`src/rtl/seq_blink_if.sv`:
```
// seq_blink_if: value handshake between the sequence generator and the
// blink encoder.
//   num_in    : 16-bit value to display       (generator -> encoder)
//   num_valid : num_in is valid               (generator -> encoder)
//   num_ready : encoder can accept a value    (encoder -> generator)
// Modports: master = generator side, slave = encoder side.
interface seq_blink_if;
  logic [15:0] num_in;
  logic        num_valid;
  logic        num_ready;

  modport master (output num_in, output num_valid, input num_ready);
  modport slave  (input num_in, input num_valid, output num_ready);
endinterface

```
`src/rtl/seq_blink_encoder.sv`:
```
// seq_blink_encoder: takes a 16-bit value over a valid/ready handshake,
// converts it to 5 BCD digits (shift-add-3, one bit per cycle) and blinks
// each digit on a single LED, most significant digit first. A nonzero digit
// is shown as that many PULSE_CYCLES pulses; a zero digit is shown as one
// long pulse of ZERO_MULT*PULSE_CYCLES cycles.
// Ports:
//   clk, rst_n : clock, asynchronous active-low reset
//   ena        : global enable, all state holds while low
//   bus        : seq_blink_if.slave (num_in, num_valid, num_ready)
//   led        : blink output
//   busy       : high from the accept cycle until back in IDLE
//   digit_out  : BCD digit currently shown
//   digit_idx  : index of that digit (4 = ten-thousands .. 0 = units)
//   word_done  : one-cycle pulse on the final word-gap cycle
// Optional feature: define SEQ_ENC_ZERO_SUPPRESS_EN to skip leading zero
// digits; otherwise all five digits are always shown.
module seq_blink_encoder #(
  parameter int PULSE_CYCLES     = 4,
  parameter int ZERO_MULT        = 3,
  parameter int DIGIT_GAP_CYCLES = 6,
  parameter int WORD_GAP_CYCLES  = 8,
  parameter int TIMER_W          = 24
) (
  input  logic         clk,
  input  logic         rst_n,
  input  logic         ena,
  seq_blink_if.slave   bus,
  output logic         led,
  output logic         busy,
  output logic [3:0]   digit_out,
  output logic [2:0]   digit_idx,
  output logic         word_done
);

  typedef enum logic [2:0] {
    S_IDLE, S_CONVERT, S_SELECT, S_ON, S_ZERO, S_OFF, S_DGAP, S_WGAP
  } state_t;

  localparam logic [TIMER_W-1:0] PULSE_T = TIMER_W'(PULSE_CYCLES);
  localparam logic [TIMER_W-1:0] ZERO_T  = TIMER_W'(ZERO_MULT * PULSE_CYCLES);
  localparam logic [TIMER_W-1:0] DGAP_T  = TIMER_W'(DIGIT_GAP_CYCLES);
  localparam logic [TIMER_W-1:0] WGAP_T  = TIMER_W'(WORD_GAP_CYCLES);
  localparam logic [TIMER_W-1:0] ONE_T   = TIMER_W'(1);

  state_t             state_r, state_nx;
  logic [TIMER_W-1:0] timer_r, timer_nx;
  logic [15:0]        bin_r, bin_nx;
  logic [19:0]        bcd_r, bcd_nx;
  logic [3:0]         bit_cnt_r, bit_cnt_nx;
  logic [3:0]         pulse_cnt_r, pulse_cnt_nx;
  logic [3:0]         digit_out_r, digit_out_nx;
  logic [2:0]         digit_idx_r, digit_idx_nx;
  logic               led_r, busy_r, ready_r, word_done_r;
  logic               load_s;
  logic [2:0]         load_idx_s;
  logic [3:0]         dig_s;
  logic [35:0]        shift_s;

  // Double-dabble correction: every nibble >= 5 gets +3 before the shift.
  function automatic logic [19:0] add3_bcd(input logic [19:0] v);
    logic [19:0] r;
    r = v;
    for (int i = 0; i < 5; i++) begin
      if (r[i*4 +: 4] >= 4'd5) r[i*4 +: 4] = r[i*4 +: 4] + 4'd3;
      else                     r[i*4 +: 4] = r[i*4 +: 4];
    end
    return r;
  endfunction

`ifdef SEQ_ENC_ZERO_SUPPRESS_EN
  // Highest nonzero digit; a value of 0 still starts at the units digit.
  function automatic logic [2:0] start_idx(input logic [19:0] v);
    logic [2:0] r;
    r = 3'd0;
    for (int i = 0; i < 5; i++) begin
      if (v[i*4 +: 4] != 4'd0) r = 3'(i);
      else                     r = r;
    end
    return r;
  endfunction
`else
  function automatic logic [2:0] start_idx(input logic [19:0] v);
    return (v == 20'd0) ? 3'd4 : 3'd4;
  endfunction
`endif

  // Next-state and datapath decode for the convert / blink sequencer.
  always_comb begin
    state_nx     = state_r;
    timer_nx     = timer_r;
    bin_nx       = bin_r;
    bcd_nx       = bcd_r;
    bit_cnt_nx   = bit_cnt_r;
    pulse_cnt_nx = pulse_cnt_r;
    digit_out_nx = digit_out_r;
    digit_idx_nx = digit_idx_r;
    load_s       = 1'b0;
    load_idx_s   = 3'd0;
    shift_s      = {add3_bcd(bcd_r), bin_r} << 1;
    dig_s        = 4'd0;

    case (state_r)
      S_IDLE: begin
        if (bus.num_valid) begin
          bin_nx     = bus.num_in;
          bcd_nx     = 20'd0;
          bit_cnt_nx = 4'd0;
          state_nx   = S_CONVERT;
        end else begin
          state_nx   = S_IDLE;
        end
      end
      S_CONVERT: begin
        bcd_nx     = shift_s[35:16];
        bin_nx     = shift_s[15:0];
        bit_cnt_nx = bit_cnt_r + 4'd1;
        if (bit_cnt_r == 4'd15) state_nx = S_SELECT;
        else                    state_nx = S_CONVERT;
      end
      S_SELECT: begin
        load_s     = 1'b1;
        load_idx_s = start_idx(bcd_r);
      end
      S_ON: begin
        if (timer_r == ONE_T) begin
          pulse_cnt_nx = pulse_cnt_r - 4'd1;
          if (pulse_cnt_r != 4'd1) begin
            state_nx = S_OFF;
            timer_nx = PULSE_T;
          end else begin
            state_nx = S_DGAP;
            timer_nx = DGAP_T;
          end
        end else begin
          timer_nx = timer_r - ONE_T;
        end
      end
      S_ZERO: begin
        if (timer_r == ONE_T) begin
          state_nx = S_DGAP;
          timer_nx = DGAP_T;
        end else begin
          timer_nx = timer_r - ONE_T;
        end
      end
      S_OFF: begin
        if (timer_r == ONE_T) begin
          state_nx = S_ON;
          timer_nx = PULSE_T;
        end else begin
          timer_nx = timer_r - ONE_T;
        end
      end
      S_DGAP: begin
        if (timer_r == ONE_T) begin
          if (digit_idx_r == 3'd0) begin
            state_nx = S_WGAP;
            timer_nx = WGAP_T;
          end else begin
            load_s     = 1'b1;
            load_idx_s = digit_idx_r - 3'd1;
          end
        end else begin
          timer_nx = timer_r - ONE_T;
        end
      end
      S_WGAP: begin
        if (timer_r == ONE_T) begin
          state_nx = S_IDLE;
          timer_nx = timer_r - ONE_T;
        end else begin
          timer_nx = timer_r - ONE_T;
        end
      end
      default: begin
        state_nx = S_IDLE;
        timer_nx = {TIMER_W{1'b0}};
      end
    endcase

    // Shared digit load used by SELECT and by DGAP moving to the next digit.
    if (load_s) begin
      dig_s        = bcd_r[{load_idx_s, 2'b00} +: 4];
      digit_out_nx = dig_s;
      digit_idx_nx = load_idx_s;
      pulse_cnt_nx = dig_s;
      if (dig_s != 4'd0) begin
        state_nx = S_ON;
        timer_nx = PULSE_T;
      end else begin
        state_nx = S_ZERO;
        timer_nx = ZERO_T;
      end
    end else begin
      dig_s = 4'd0;
    end
  end

  // State, datapath and registered outputs; everything freezes while ena is low.
  always_ff @(posedge clk or negedge rst_n) begin
    if (!rst_n) begin
      state_r     <= S_IDLE;
      timer_r     <= {TIMER_W{1'b0}};
      bin_r       <= 16'd0;
      bcd_r       <= 20'd0;
      bit_cnt_r   <= 4'd0;
      pulse_cnt_r <= 4'd0;
      digit_out_r <= 4'd0;
      digit_idx_r <= 3'd0;
      led_r       <= 1'b0;
      busy_r      <= 1'b0;
      ready_r     <= 1'b1;
      word_done_r <= 1'b0;
    end else if (ena) begin
      state_r     <= state_nx;
      timer_r     <= timer_nx;
      bin_r       <= bin_nx;
      bcd_r       <= bcd_nx;
      bit_cnt_r   <= bit_cnt_nx;
      pulse_cnt_r <= pulse_cnt_nx;
      digit_out_r <= digit_out_nx;
      digit_idx_r <= digit_idx_nx;
      // Outputs are decoded from the next state so they line up with it.
      led_r       <= (state_nx == S_ON) || (state_nx == S_ZERO);
      busy_r      <= (state_nx != S_IDLE);
      ready_r     <= (state_nx == S_IDLE);
      word_done_r <= (state_nx == S_WGAP) && (timer_nx == ONE_T);
    end
  end

  assign bus.num_ready = ready_r;
  assign led           = led_r;
  assign busy          = busy_r;
  assign digit_out     = digit_out_r;
  assign digit_idx     = digit_idx_r;
  assign word_done     = word_done_r;

endmodule

```
`src/flat_wrapper.sv`:
```
// flat-port wrapper written by rule: the top's interface ports become plain ports
module seq_blink_encoder_flat 
#(
  parameter int PULSE_CYCLES     = 4,
  parameter int ZERO_MULT        = 3,
  parameter int DIGIT_GAP_CYCLES = 6,
  parameter int WORD_GAP_CYCLES  = 8,
  parameter int TIMER_W          = 24
)
  (clk, rst_n, ena, led, busy, digit_out, digit_idx, word_done, bus_num_in, bus_num_valid, bus_num_ready);
  seq_blink_if bus_i ();
  input  logic clk;
  input  logic rst_n;
  input  logic ena;
  output logic led;
  output logic busy;
  output logic [3:0] digit_out;
  output logic [2:0] digit_idx;
  output logic word_done;
  input wire logic [$bits(bus_i.num_in)-1:0] bus_num_in;
  input wire logic [$bits(bus_i.num_valid)-1:0] bus_num_valid;
  output wire logic [$bits(bus_i.num_ready)-1:0] bus_num_ready;
  assign bus_i.num_in = bus_num_in;
  assign bus_i.num_valid = bus_num_valid;
  assign bus_num_ready = bus_i.num_ready;
  seq_blink_encoder #(.PULSE_CYCLES(PULSE_CYCLES), .ZERO_MULT(ZERO_MULT), .DIGIT_GAP_CYCLES(DIGIT_GAP_CYCLES), .WORD_GAP_CYCLES(WORD_GAP_CYCLES), .TIMER_W(TIMER_W)) u_core (.clk(clk), .rst_n(rst_n), .ena(ena), .bus(bus_i), .led(led), .busy(busy), .digit_out(digit_out), .digit_idx(digit_idx), .word_done(word_done));
endmodule
```
`config.mk`:
```
export PLATFORM = sky130hd
export DESIGN_NAME = seq_blink_encoder_flat
export DESIGN_NICKNAME = d
export VERILOG_FILES = /design/src/rtl/seq_blink_if.sv /design/src/rtl/seq_blink_encoder.sv /design/src/flat_wrapper.sv
export SDC_FILE = /design/constraint.sdc
export NUM_CORES = 1
export LEC_CHECK = 0
export BUFFER_PORTS_ARGS = -buffer_cell sky130_fd_sc_hd__buf_4
export CELL_PAD_IN_SITES_DETAIL_PLACEMENT = 0
export CELL_PAD_IN_SITES_GLOBAL_PLACEMENT = 1
export CORE_ASPECT_RATIO = 0.9
export CORE_MARGIN = 1.5
export CORE_UTILIZATION = 45
export CTS_CLUSTER_SIZE = 28
export DETAILED_ROUTE_END_ITERATION = 10
export GPL_TIMING_DRIVEN = 0
export PLACE_DENSITY = 0.81
export SYNTH_ARGS = -nofsm -noshare
export SYNTH_HDL_FRONTEND = slang
export SYNTH_SLANG_ARGS = --single-unit
```
`constraint.sdc`:
```
create_clock -name clk -period 3.1 [get_ports clk]
set_input_delay 0.155 -clock clk [delete_from_list [all_inputs] [get_ports clk]]
set_output_delay 0.155 -clock clk [all_outputs]
set_load 0.01 [all_outputs]
```
# After elaboration in Yosys (flattened, before gate mapping)
# Index checks and enable logic that the tools add are counted.
[word_totals]
inputBits = 20
word_cells = 96
out_inout_bits = 11
regBits = 82
[op_classes]
reduce_logical = 13
n_eq_ne = 15
n_lt_le_gt_ge = 5
mux = 41
n_addsub = 9
shift = 1
[op_table]
columns = ["cell", "n"]
rows = [
  ["$mux W24", 6],
  ["$pmux W24 S5", 1],
  ["$eq A24 B1 Y1 const B", 2],
  ["$pmux W20 S2", 1],
  ["$mux W4", 9],
  ["$mux W3", 11],
  ["$pmux W16 S2", 1],
  ["$sub A24 B1 Y24 const B", 1],
  ["$pmux W3 S7", 1],
  ["$ge A4 B3 Y1 const B", 5],
  ["$mux W20", 1],
  ["$shiftx A20 B6 Y4", 1],
  ["$eq A3 B3 Y1 const B", 6],
  ["$add A4 B2 Y4 const B", 4],
  ["$mux W16", 1],
  ["$eq A3 B2 Y1 const B", 3],
  ["$logic_not A3 Y1", 3],
  ["$pmux W4 S2", 1],
  ["$mux W2", 3],
  ["$pmux W3 S2", 1],
  ["$reduce_and A3 Y1", 2],
  ["$reduce_bool A2 Y1", 3],
  ["$add A4 B1 Y4 const B", 1],
  ["$eq A4 B4 Y1 const B", 1],
  ["other kinds (13)", 15],
]

# Logic depth before layout (Yosys ltp)
# Gate-level depths: netlist of run 1.
[logic_depth]
ltp_word = 10
depth_mapped = 12
ltp_nobuf = 10

# Least setup slack after synthesis of run 1
# Ideal clock, no wire load.
[synth_timing]
path_kind = "register to register"
startpoint = "register u_core.timer_r[4]"
endpoint = "register u_core.word_done_r (netlist: u_core.word_done)"
setup_slack_ns = 0.370
synth_period_minus_slack_ns = 2.730
setup_ns = 0.075
stages_incl_launch_ff = 13
required_ns = 3.025
arrival_time_ns = 2.655
n_path_buf = 4
cell_sequence = "dfrtp_1 buf_6 nor4_4 and4b_1 buf_4 and4_1 buf_4 or2_2 buf_6 a2bb2oi_1 nand4_1 or4_1 o2bb2ai_2"
[synth_via]
elab_chain_len = 9
elab_cells_between_ends = 27
classes_between = "1 x add/sub; 3 x eq/ne; 1 x shift; 20 x mux; 2 x reduce/logical"
[synth_lines]
columns = ["item", "line_no", "source"]
rows = [
  ["from (decl)", "seq_blink_encoder.sv:46", "logic [TIMER_W-1:0] timer_r, timer_nx;"],
  ["from (signal assigned)", "seq_blink_encoder.sv:203", "timer_r <= {TIMER_W{1'b0}};"],
  ["from (signal assigned)", "seq_blink_encoder.sv:216", "timer_r <= timer_nx;"],
  ["$eq A24 B1 Y1", "n/a", ""],
  ["$mux W3", "seq_blink_encoder.sv:155", "if (timer_r == ONE_T) begin"],
  ["$pmux W3 S2", "seq_blink_encoder.sv:102", "case (state_r)"],
  ["$shiftx A20 B6 Y4", "seq_blink_encoder.sv:183", "dig_s = bcd_r[{load_idx_s, 2'b00} +: 4];"],
  ["$reduce_bool A4 Y1", "seq_blink_encoder.sv:187", "if (dig_s != 4'd0) begin"],
  ["$mux W4 / $mux W3 (equally long branches)", "seq_blink_encoder.sv:187", ""],
  ["$mux W24 / $mux W3 (equally long branches)", "seq_blink_encoder.sv:182", "if (load_s) begin"],
  ["$eq A24 B1 Y1 / $eq A3 B3 Y1 (equally long branches)", "seq_blink_encoder.sv:227", "word_done_r <= (state_nx == S_WGAP) && (timer_nx == ONE_T);"],
  ["$logic_and A1 B1 Y1 *", "seq_blink_encoder.sv:227", ""],
  ["to (signal assigned)", "seq_blink_encoder.sv:227", ""],
  ["to (decl)", "seq_blink_encoder.sv:53", "logic led_r, busy_r, ready_r, word_done_r;"],
]
# Mark *: on every way between the ends. The rest lies on a longest branch, timed or not.
# A chain may end at the register's enable or synchronous reset.

# Worst setup path after layout of run 1
[layout_timing]
startpoint = "register u_core.timer_r[3]"
endpoint = "register u_core.word_done_r (netlist: u_core.word_done)"
# The elaborated chain is that of the path after synthesis.

==> results.json, run 1 <==
{
  "crit_path_max_fanout": 9,
  "drv_cap": 0,
  "synthTopCellsByArea": "dfrtp_1 38%, o21ai_0 7.0%, nand2_1 5.4%, a21oi_1 3.6%, mux2i_1 3.6%",
  "critPathCaptureType": "flip-flop",
  "cts.hold.buffers_added": 0,
  "die_w_um": 118,
  "via_count": 5027,
  "cts_tree": "built",
  "die_h_um": 106,
  "hp-class": "in -> async",
  "gp_congestion": 0.903,
  "synth_nets": 655,
  "synth.most_common_cell": "dfrtp_1",
  "grt_start_max_net_pins": 83,
  "syn_inst": 620,
  "dr.pass1.iters": 5,
  "track_usage_pct": 24.7,
  "io_pins": 31,
  "hold_viol_final": 5,
  "drive_gt1_share_pct": 16.2,
  "vias_per_cell": 6.06,
  "postSynthAreaPerCell_um2": 8.63,
  "grt_pass1_vias": 4694,
  "slew_viol_final": 0,
  "core_area_mm2": 0.0115,
  "whs_ns": -0.0167,
  "p_clk_share_pct": 29.4,
  "syn-cell-area_mm2": 0.00535,
  "ys_seq_elements": 82,
  "synth_edf_count": 0,
  "powerDensity_mw_per_mm2": 543,
  "synth_warnings": 0,
  "run_status": "finished, violations left",
  "crit_type": "reg -> reg",
  "yosysSeqAreaShare_pct": 38.4,
  "io_buffer_count": 30,
  "fin_skew_ns": 0.0109,
  "required_ns": 3.34,
  "wire_per_inst_um": 18.0,
  "wirelength_um": 14900,
  "die-area_mm2": 0.0126,
  "max_slew_margin_pct": 30.4,
  "worst_pin_slew_ns": 1.04,
  "power_frac_comb_pct": 27.3,
  "fin_crit_sh_pct": 98.5,
  "h-tree-depth": 3,
  "synth_top_cells_by_count": "81 x dfrtp_1, 77 x nand2_1, 75 x o21ai_0",
  "p_seq_share_pct": 43.3,
  "drc": 0,
  "switching_share_pct": 34.6,
  "antenna_cells": 0,
  "grt_pass1_wl_um": 24600,
  "area_growth_pct": 16.6,
  "startpoint_type": "flip-flop",
  "netlist.top_cell.by_area": "dfrtp_1",
  "cp.arrival_ns": 3.29,
  "rsz0062_at_grt": "true",
  "ant_nets": 0,
  "clock-sinks": 82,
  "gr-total-overflow": 0,
  "post-dp-hpwl_um": 10600,
  "nets": 704,
  "ir_worst_vdd_mv": 0.495,
  "min_period_ns": 3.05,
  "fillers": 1080,
  "cts.clk_slew.worst_paths_ns": 0.07,
  "start_util_pct": 46.4,
  "clockRootBuffer": "clkbuf_16",
  "finalSetupViolCount": 0,
  "synthArstFlopShare_pct": 100,
  "num_rows": 37,
  "clock_latency_ns": 0.35,
  "p_switching_mw": 1.17,
  "grt_antenna_before_repair": 0,
  "drt_iter0_drc": 399,
  "failed_checks": "hold timing",
  "ys.flop_type": "dfrtp_1",
  "leakagePower_nw": 2.53,
  "cts_buffers": 9,
  "clock_path_buffers": 2,
  "yosysTopAreaCellShare_pct": 37.9,
  "internal-power_mw": 2.21,
  "ys_types": 75,
  "total_power_mw": 3.39,
  "max_freq_mhz": 327
}
[cell type report]
cell class	instances	area [µm²]	area share [%]
buffer	35	185	2.97
clock buffer	11	243	3.89
clock inverter	4	27.5	0.441
inverter	24	90.1	1.44
multi-input combinational	475	3130	50.2
sequential	82	2050	32.9
tap	156	195	3.13
timing repair buffer	42	315	5.05
[state kept, by name, indices dropped and copies added (netlist names)]
signal,cells
u_core.timer_r,24
u_core.bcd_r,20
u_core.bin_r,16
u_core.bit_cnt_r,4
u_core.digit_out,4
u_core.pulse_cnt_r,4
u_core.digit_idx,3
u_core.state_r,3
u_core.bus.num_ready,1
u_core.busy,1
u_core.led,1
u_core.word_done,1
[through the flow]
stage                     instance area, µm²  setup slack (ns)  setup TNS [ns]  utilization [%]  std cells
final                                   6240            0.0452               0             54.2        829
after global routing                    6240            -0.105          -0.187             54.2        829
after CTS                               6090           -0.0506         -0.0740             52.8        822
after detailed placement                5770            -0.314           -1.74             50.1        806
after global placement                  5770            -0.303           -1.64             50.1        806
after floorplan                         5350             0.370               0                -        620
[cells in the final DEF (no fill, tap or decap), types with 4 or more instances in the layout]
master     netlist  routed
a2bb2oi_1        4       4
and2_1           6       5
a31oi_1          4       4
clkbuf_1        27      22
buf_4            2      44
clkbuf_16        0       9
ha_1            15      15
xnor2_1          6       6
a22o_1           9       9
or3_1            5       5
a21boi_0         4       4
o22ai_1          4       4
nand3_1         14      13
mux2i_1         19      19
nand4_1          9       9
o21ai_0         75      74
o2bb2ai_1       11      11
inv_1           22      21
nand2b_1        10      10
a22oi_1          5       5
nand2_1         77      74
a21o_1           6       5
buf_6            4       5
o31ai_1          5       5
nor2_1          43      41
o211ai_1        11      11
a21oi_1         38      38
nor3_1          22      21
buf_2            5       4
nor4_4           2       4
dfrtp_1         81      80
[routing by layer]
metal | track usage [%] | wire length (µm) | part of all wire (%) | vias up
met4 | 8.71 | 206 | 1.4 | 0
met3 | 6.38 | 1140 | 7.7 | 17
met2 | 33.6 | 6170 | 41 | 157
li1 | - | - | - | 2385
met5 | 0 | 0 | 0 | -
met1 | 37.4 | 7370 | 49 | 2468
[cells by family (layout without fill, tap and decap cells)]
| family | count (synthesis) | count (layout) | share of synthesized area, % |
|---|---|---|---|
| AOI/OAI and AO/OA | 212 | 212 | 26.4 |
| and+or+nand+nor | 220 | 220 | 21.3 |
| buffers and inverters | 63 | 116 | 5.24 |
| muxes | 22 | 22 | 4.18 |
| DFF | 82 | 82 | 38.4 |
| adders and majority gates | 15 | 15 | 3.51 |
| xor gates and xnor gates | 6 | 6 | 0.982 |
[worst paths after layout]
kind                                    from           endpoint  slack [ns]  depth (start not counted)
hold / removal                         rst_n   u_core.bcd_r[10]       -0.02                          1
max in group asynchronous              rst_n  u_core.timer_r[1]        2.39                          1
min in group clk               bus_num_in[0]    u_core.bin_r[0]        0.06                          3
hold reg to reg              u_core.bin_r[9]    u_core.bin_r[9]        0.48                          2
setup reg to reg           u_core.timer_r[3]   u_core.word_done        0.05                          9
setup / recovery           u_core.timer_r[3]   u_core.word_done        0.05                          9
[worst max-delay path: stages, from the launching register on]
cell       delay [ns]
dfrtp_1          0.55
nor4b_4          0.48
and3_4           0.26
buf_6            0.15
a31oi_1          0.10
a311o_1          0.32
a32o_2           0.32
o41ai_4          0.48
or4_4            0.22
o2bb2ai_2        0.05
[power groups by stage]
stage               Clock (mW)  Sequential [mW]  Combinational (mW)
finish                   0.995             1.47               0.925
detailed placement           0             1.42               0.868
CTS                       1.02             1.41               0.888
global route              1.06             1.50                1.02
floorplan                    0             1.38               0.634
global placement             0             1.41               0.860
[repair_timing]
item | CTS | global route
pin swaps | 1 | 10
setup buffers | 1 | 11
resized for setup | 10 | 25
endpoints found under the setup margin | 18 | 20
Note: power is estimated with default switching activity, not from simulation.
==> run 2, diff against run 1 <==
--- a/config.mk
+++ b/config.mk
@@ -5,7 +5,6 @@
 export SDC_FILE = /design/constraint.sdc
 export NUM_CORES = 1
 export LEC_CHECK = 0
-export BUFFER_PORTS_ARGS = -buffer_cell sky130_fd_sc_hd__buf_4
 export CELL_PAD_IN_SITES_DETAIL_PLACEMENT = 0
 export CELL_PAD_IN_SITES_GLOBAL_PLACEMENT = 1
 export CORE_ASPECT_RATIO = 0.9
@@ -13,8 +12,9 @@
 export CORE_UTILIZATION = 45
 export CTS_CLUSTER_SIZE = 28
 export DETAILED_ROUTE_END_ITERATION = 10
+export DONT_BUFFER_PORTS = 1
 export GPL_TIMING_DRIVEN = 0
-export PLACE_DENSITY = 0.81
+export PLACE_DENSITY = 0.78
 export SYNTH_ARGS = -nofsm -noshare
 export SYNTH_HDL_FRONTEND = slang
 export SYNTH_SLANG_ARGS = --single-unit
==> results.json, run 2 (same netlist as run 1, synthesis figures left out) <==
{
  "regMostFlops": "u_core.timer_r",
  "largest_reg_flops": 24,
  "io_buffer_count": 0,
  "slew_viol_final": 0,
  "gp_congestion": 0.862,
  "crit_type": "reg -> reg",
  "fin_crit_sh_pct": 99.0,
  "worst_pin_slew_ns": 0.782,
  "fin_skew_ns": 0.00772,
  "track_usage_pct": 25.2,
  "io_pins": 31,
  "required_ns": 3.38,
  "worst_path_largest_cell_delay_ns": 0.55,
  "path_delay_family": "compound AO/OA/AOI/OAI gates",
  "post-dp-hpwl_um": 10900,
  "final_cell_mix": "76 x dfrtp_1, 75 x nand2_1, 74 x o21ai_0, 40 x nor2_1, 38 x a21oi_1",
  "final_util_pct": 53.5,
  "clock-sinks": 82,
  "grt_pass1_vias": 4751,
  "wirelength_um": 15400,
  "largestRegisters": "u_core.timer_r x24, u_core.bcd_r x20, u_core.bin_r x16",
  "start_util_pct": 46.4,
  "antenna_cells": 0,
  "wire_per_inst_um": 19.1,
  "finalSetupViolCount": 0,
  "min_period_ns": 3.07,
  "cts_buffers": 9,
  "via_count": 4997,
  "area_growth_pct": 15.2,
  "startpoint_type": "flip-flop",
  "ir_worst_vdd_mv": 0.391,
  "cp.arrival_ns": 3.35,
  "vias_per_cell": 6.20,
  "hold_viol_final": 0,
  "crit_chain": "or3b_2, a21oi_1, o211ai_1, o2bb2ai_2, o211ai_1, o41ai_4, buf_4, or4_1, o2bb2ai_2",
  "crit_buf_inv": 1,
  "drv_cap": 0,
  "cts_tree": "built",
  "num_rows": 37,
  "die_w_um": 118,
  "clockRootBuffer": "clkbuf_16",
  "hp-class": "in -> reg",
  "grt_start_max_net_pins": 83,
  "core_area_mm2": 0.0115,
  "max_freq_mhz": 326,
  "nets": 680,
  "die_h_um": 106,
  "total_power_mw": 3.46,
  "grt_pass1_wl_um": 25000,
  "ant_nets": 0,
  "drive_gt1_share_pct": 13.5,
  "drt_iter0_drc": 483,
  "powerDensity_mw_per_mm2": 561,
  "dr.pass1.iters": 5,
  "clock_path_buffers": 2,
  "cts.clk_slew.worst_paths_ns": 0.07,
  "critPathCaptureType": "flip-flop",
  "crit_path_max_fanout": 8,
  "h-tree-depth": 3,
  "leakagePower_nw": 2.46,
  "gr-total-overflow": 0,
  "run_status": "finished, final reports clean",
  "rrSetupSlack_ns": 0.03,
  "drc": 0,
  "clock_latency_ns": 0.35,
  "grt_antenna_before_repair": 0,
  "slowest_stage": "or4_1",
  "layout_commonest_cell": "dfrtp_1",
  "max_slew_margin_pct": 47.7,
  "die-area_mm2": 0.0126
}
## run 2: path summary, 6_finish.rpt
path,endpoint,cells past startpoint,start
worst max-delay path,u_core.word_done,9,u_core.digit_idx[1]
worst max register to register,u_core.word_done,9,u_core.digit_idx[1]
max in group asynchronous,u_core.timer_r[10],2,rst_n
min in group asynchronous,u_core.bcd_r[12],2,rst_n
worst min register to register,u_core.bin_r[11],2,u_core.bin_r[11]
worst min-delay path,u_core.bin_r[12],2,bus_num_in[12]
## run 2: stage by stage
stage	area, µm²	TNS, ns	hold slack (ns)	instances	setup WS (ns)
3_3_place_gp	5550	-2.00	-0.138	776	-0.239
6_report	6160	0	0.00878	806	0.0318
5_1_grt	6160	-0.0982	0.0259	806	-0.0361
3_5_place_dp	5550	-2.15	-0.138	776	-0.259
2_1_floorplan	5350	0	-0.141	620	0.370
4_1_cts	6010	0	0.0000206	799	0.00979
## run 2: cell type report
class / count / area [µm²]
fill: 1063 / 5360
multi-input combinational: 475 / 3160
sequential: 82 / 2060
clock buffer: 10 / 229
tap: 156 / 195
buffer: 35 / 191
timing repair buffer: 18 / 166
inverter: 24 / 90.1
clock inverter: 6 / 73.8
## run 2: routing by layer
metal | vias up | part of all wire (%) | global-route usage, %
met4 | 0 | 1.4 | 8.71
met1 | 2462 | 48 | 36.9
met5 | - | 0 | 0
met2 | 186 | 43 | 36.1
li1 | 2333 | - | -
met3 | 16 | 7.6 | 6.17
## run 2: power breakdown
part           internal (mW)  leakage [nW]  switching [mW]  total, mW
Combinational          0.369          1.27           0.522      0.891
Sequential              1.26          1.05           0.206       1.46
Clock                  0.634         0.141           0.471       1.11
## run 2: timing repair
item,4_1_cts,5_1_grt
buffers inserted,3,11
endpoints found under the hold margin,84,0
endpoints found under the setup margin,17,14
pin swaps,0,12
resized for setup,17,28
hold buffers,4,0
==> run 3, diff against run 2 <==
--- a/config.mk
+++ b/config.mk
@@ -5,6 +5,7 @@
 export SDC_FILE = /design/constraint.sdc
 export NUM_CORES = 1
 export LEC_CHECK = 0
+export ABC_CLOCK_PERIOD_IN_PS = 3100
 export CELL_PAD_IN_SITES_DETAIL_PLACEMENT = 0
 export CELL_PAD_IN_SITES_GLOBAL_PLACEMENT = 1
 export CORE_ASPECT_RATIO = 0.9
@@ -14,6 +15,7 @@
 export DETAILED_ROUTE_END_ITERATION = 10
 export DONT_BUFFER_PORTS = 1
 export GPL_TIMING_DRIVEN = 0
+export MAX_ROUTING_LAYER = met4
 export PLACE_DENSITY = 0.78
 export SYNTH_ARGS = -nofsm -noshare
 export SYNTH_HDL_FRONTEND = slang
==> results.json, run 3 (same netlist as run 1, synthesis figures left out) <==
{
  "run_status": "finished, final reports clean",
  "grt_pass1_wl_um": 25000,
  "critPathCaptureType": "flip-flop",
  "stdcell_count": 806,
  "io_pins": 31,
  "cp.arrival_ns": 3.34,
  "post-dp-hpwl_um": 10900,
  "highest_layer": "met4",
  "worst_pin_slew_ns": 0.747,
  "finalSetupViolCount": 0,
  "slew_viol_final": 0,
  "leakagePower_nw": 2.46,
  "h-tree-depth": 3,
  "clock_latency_ns": 0.35,
  "regMostFlops": "u_core.timer_r",
  "nets": 680,
  "clock-sinks": 82,
  "internal-power_mw": 2.26,
  "power_frac_comb_pct": 25.7,
  "clockRootBuffer": "clkbuf_16",
  "antenna_cells": 0,
  "wirelength_um": 15300,
  "dp_cells": 776,
  "wire_per_inst_um": 19.0,
  "r2r_cells": 9,
  "hold_viol_final": 0,
  "startpoint": "u_core.digit_idx[1]",
  "startpoint_type": "flip-flop",
  "core_area_mm2": 0.0115,
  "drt-met1-wl_um": 7380,
  "cts_tree": "built",
  "io_buffer_count": 0,
  "largestRegisters": "u_core.timer_r x24, u_core.bcd_r x20, u_core.bin_r x16",
  "grt_pass1_vias": 4737,
  "fin_crit_sh_pct": 98.5,
  "largest_reg_flops": 24,
  "drive_gt1_share_pct": 13.5,
  "ir_worst_vdd_mv": 0.395,
  "dr.pass1.iters": 5,
  "max_slew_margin_pct": 50.0,
  "grt_start_max_net_pins": 83,
  "gr-total-overflow": 0,
  "p_clk_share_pct": 32.1,
  "num_rows": 37,
  "start_util_pct": 46.4,
  "endpoint": "u_core.word_done",
  "die-area_mm2": 0.0126,
  "timing.rr.end": "u_core.word_done",
  "max_freq_mhz": 328,
  "layout_commonest_cell": "dfrtp_1",
  "clock_path_buffers": 2,
  "r2r-start": "u_core.digit_idx[1]",
  "min_period_ns": 3.05,
  "die_h_um": 106,
  "hp-class": "in -> reg",
  "grt_antenna_before_repair": 0,
  "ant_nets": 0,
  "routed-wl-met2_um": 6620,
  "dr_wl_met3_um": 1140,
  "via_count": 4942,
  "track_usage_pct": 26.0,
  "p_seq_share_pct": 42.2,
  "area_growth_pct": 15.2,
  "powerDensity_mw_per_mm2": 561,
  "cts_buffers": 9,
  "drt_iter0_drc": 439,
  "crit_path_max_fanout": 8,
  "drv_cap": 0,
  "rrSetupSlack_ns": 0.05,
  "cts.clk_slew.worst_paths_ns": 0.07,
  "gp_congestion": 0.876,
  "required_ns": 3.38,
  "die_w_um": 118,
  "p_switching_mw": 1.20,
  "switching_share_pct": 34.7,
  "final_util_pct": 53.5,
  "drc": 0,
  "crit_type": "reg -> reg",
  "vias_per_cell": 6.13,
  "final_cell_mix": "76 x dfrtp_1, 75 x nand2_1, 74 x o21ai_0, 40 x nor2_1, 38 x a21oi_1",
  "fin_skew_ns": 0.00833
}
==> run 3: cell counts in the layout (fill, tap and decap cells not counted) <==
Identical to the previous run, type by type.
==> run 3: power groups by stage <==
stage               clock (mW)  combinational, mW  sequential, mW
floorplan                    0              0.634            1.38
global placement             0              0.794            1.42
detailed placement           0              0.811            1.42
CTS                       1.14              0.870            1.41
global route              1.18              0.989            1.49
finish                    1.11              0.890            1.46
==> run 3: what timing repair did <==
| action | 4_1_cts | 5_1_grt |
|---|---|---|
| hold endpoints to repair | 84 | 0 |
| pin swaps | 0 | 12 |
| hold buffers | 4 | 0 |
| setup endpoints to repair | 17 | 14 |
| resized for setup | 17 | 28 |
| buffers inserted | 3 | 11 |
==> run 3: layout make-up <==
class	instances	area (µm²)
Sequential cell	82	2060
Timing Repair Buffer	18	166
Fill cell	1063	5360
Tap cell	156	195
Multi-Input combinational cell	475	3160
Clock inverter	6	73.8
Buffer	35	191
Inverter	24	90.1
Clock buffer	10	229
==> run 3: worst min-delay path by stage <==
| stage | start | to | slack [ns] | cells after the start |
|---|---|---|---|---|
| finish | bus_num_in[9] | u_core.bin_r[9] | 0.007 | 2 |
| global route | bus_num_in[14] | u_core.bin_r[14] | 0.02 | 2 |
| CTS | bus_num_in[12] | u_core.bin_r[12] | 0.00002 | 2 |
| detailed placement | rst_n | u_core.bcd_r[9] | -0.14 | 0 |
| global placement | rst_n | u_core.bcd_r[10] | -0.14 | 0 |
| floorplan | rst_n | u_core.bcd_r[0] | -0.14 | 0 |
==> run 3: per-stage QoR <==
stage / hold slack, ns / cell area [µm²] / total power, mW / setup TNS [ns] / worst slack [ns]
floorplan: -0.141 / 5350 / 2.02 / 0 / 0.370
global placement: -0.138 / 5550 / 2.21 / -2.00 / -0.239
detailed placement: -0.138 / 5550 / 2.23 / -2.15 / -0.259
CTS: 0.0000206 / 6010 / 3.42 / 0 / 0.00979
global route: 0.0223 / 6160 / 3.65 / -0.101 / -0.0365
finish: 0.00662 / 6160 / 3.46 / 0 / 0.0477
==> run 3: worst max-delay path, cell delays in order, from the launching register on <==
cell and delay, ns:
dfrtp_1 0.51, or3b_2 0.53, a21oi_1 0.29, o211ai_1 0.16
o2bb2ai_2 0.16, o211ai_1 0.36, o41ai_4 0.12, buf_4 0.16
or4_1 0.55, o2bb2ai_2 0.13
==> run 3: layer usage <==
metal	up-vias	global-route usage, %
met4	0	7.40
li1	2332	-
met1	2425	36.8
met5	-	-
met2	168	36.3
met3	17	7.14
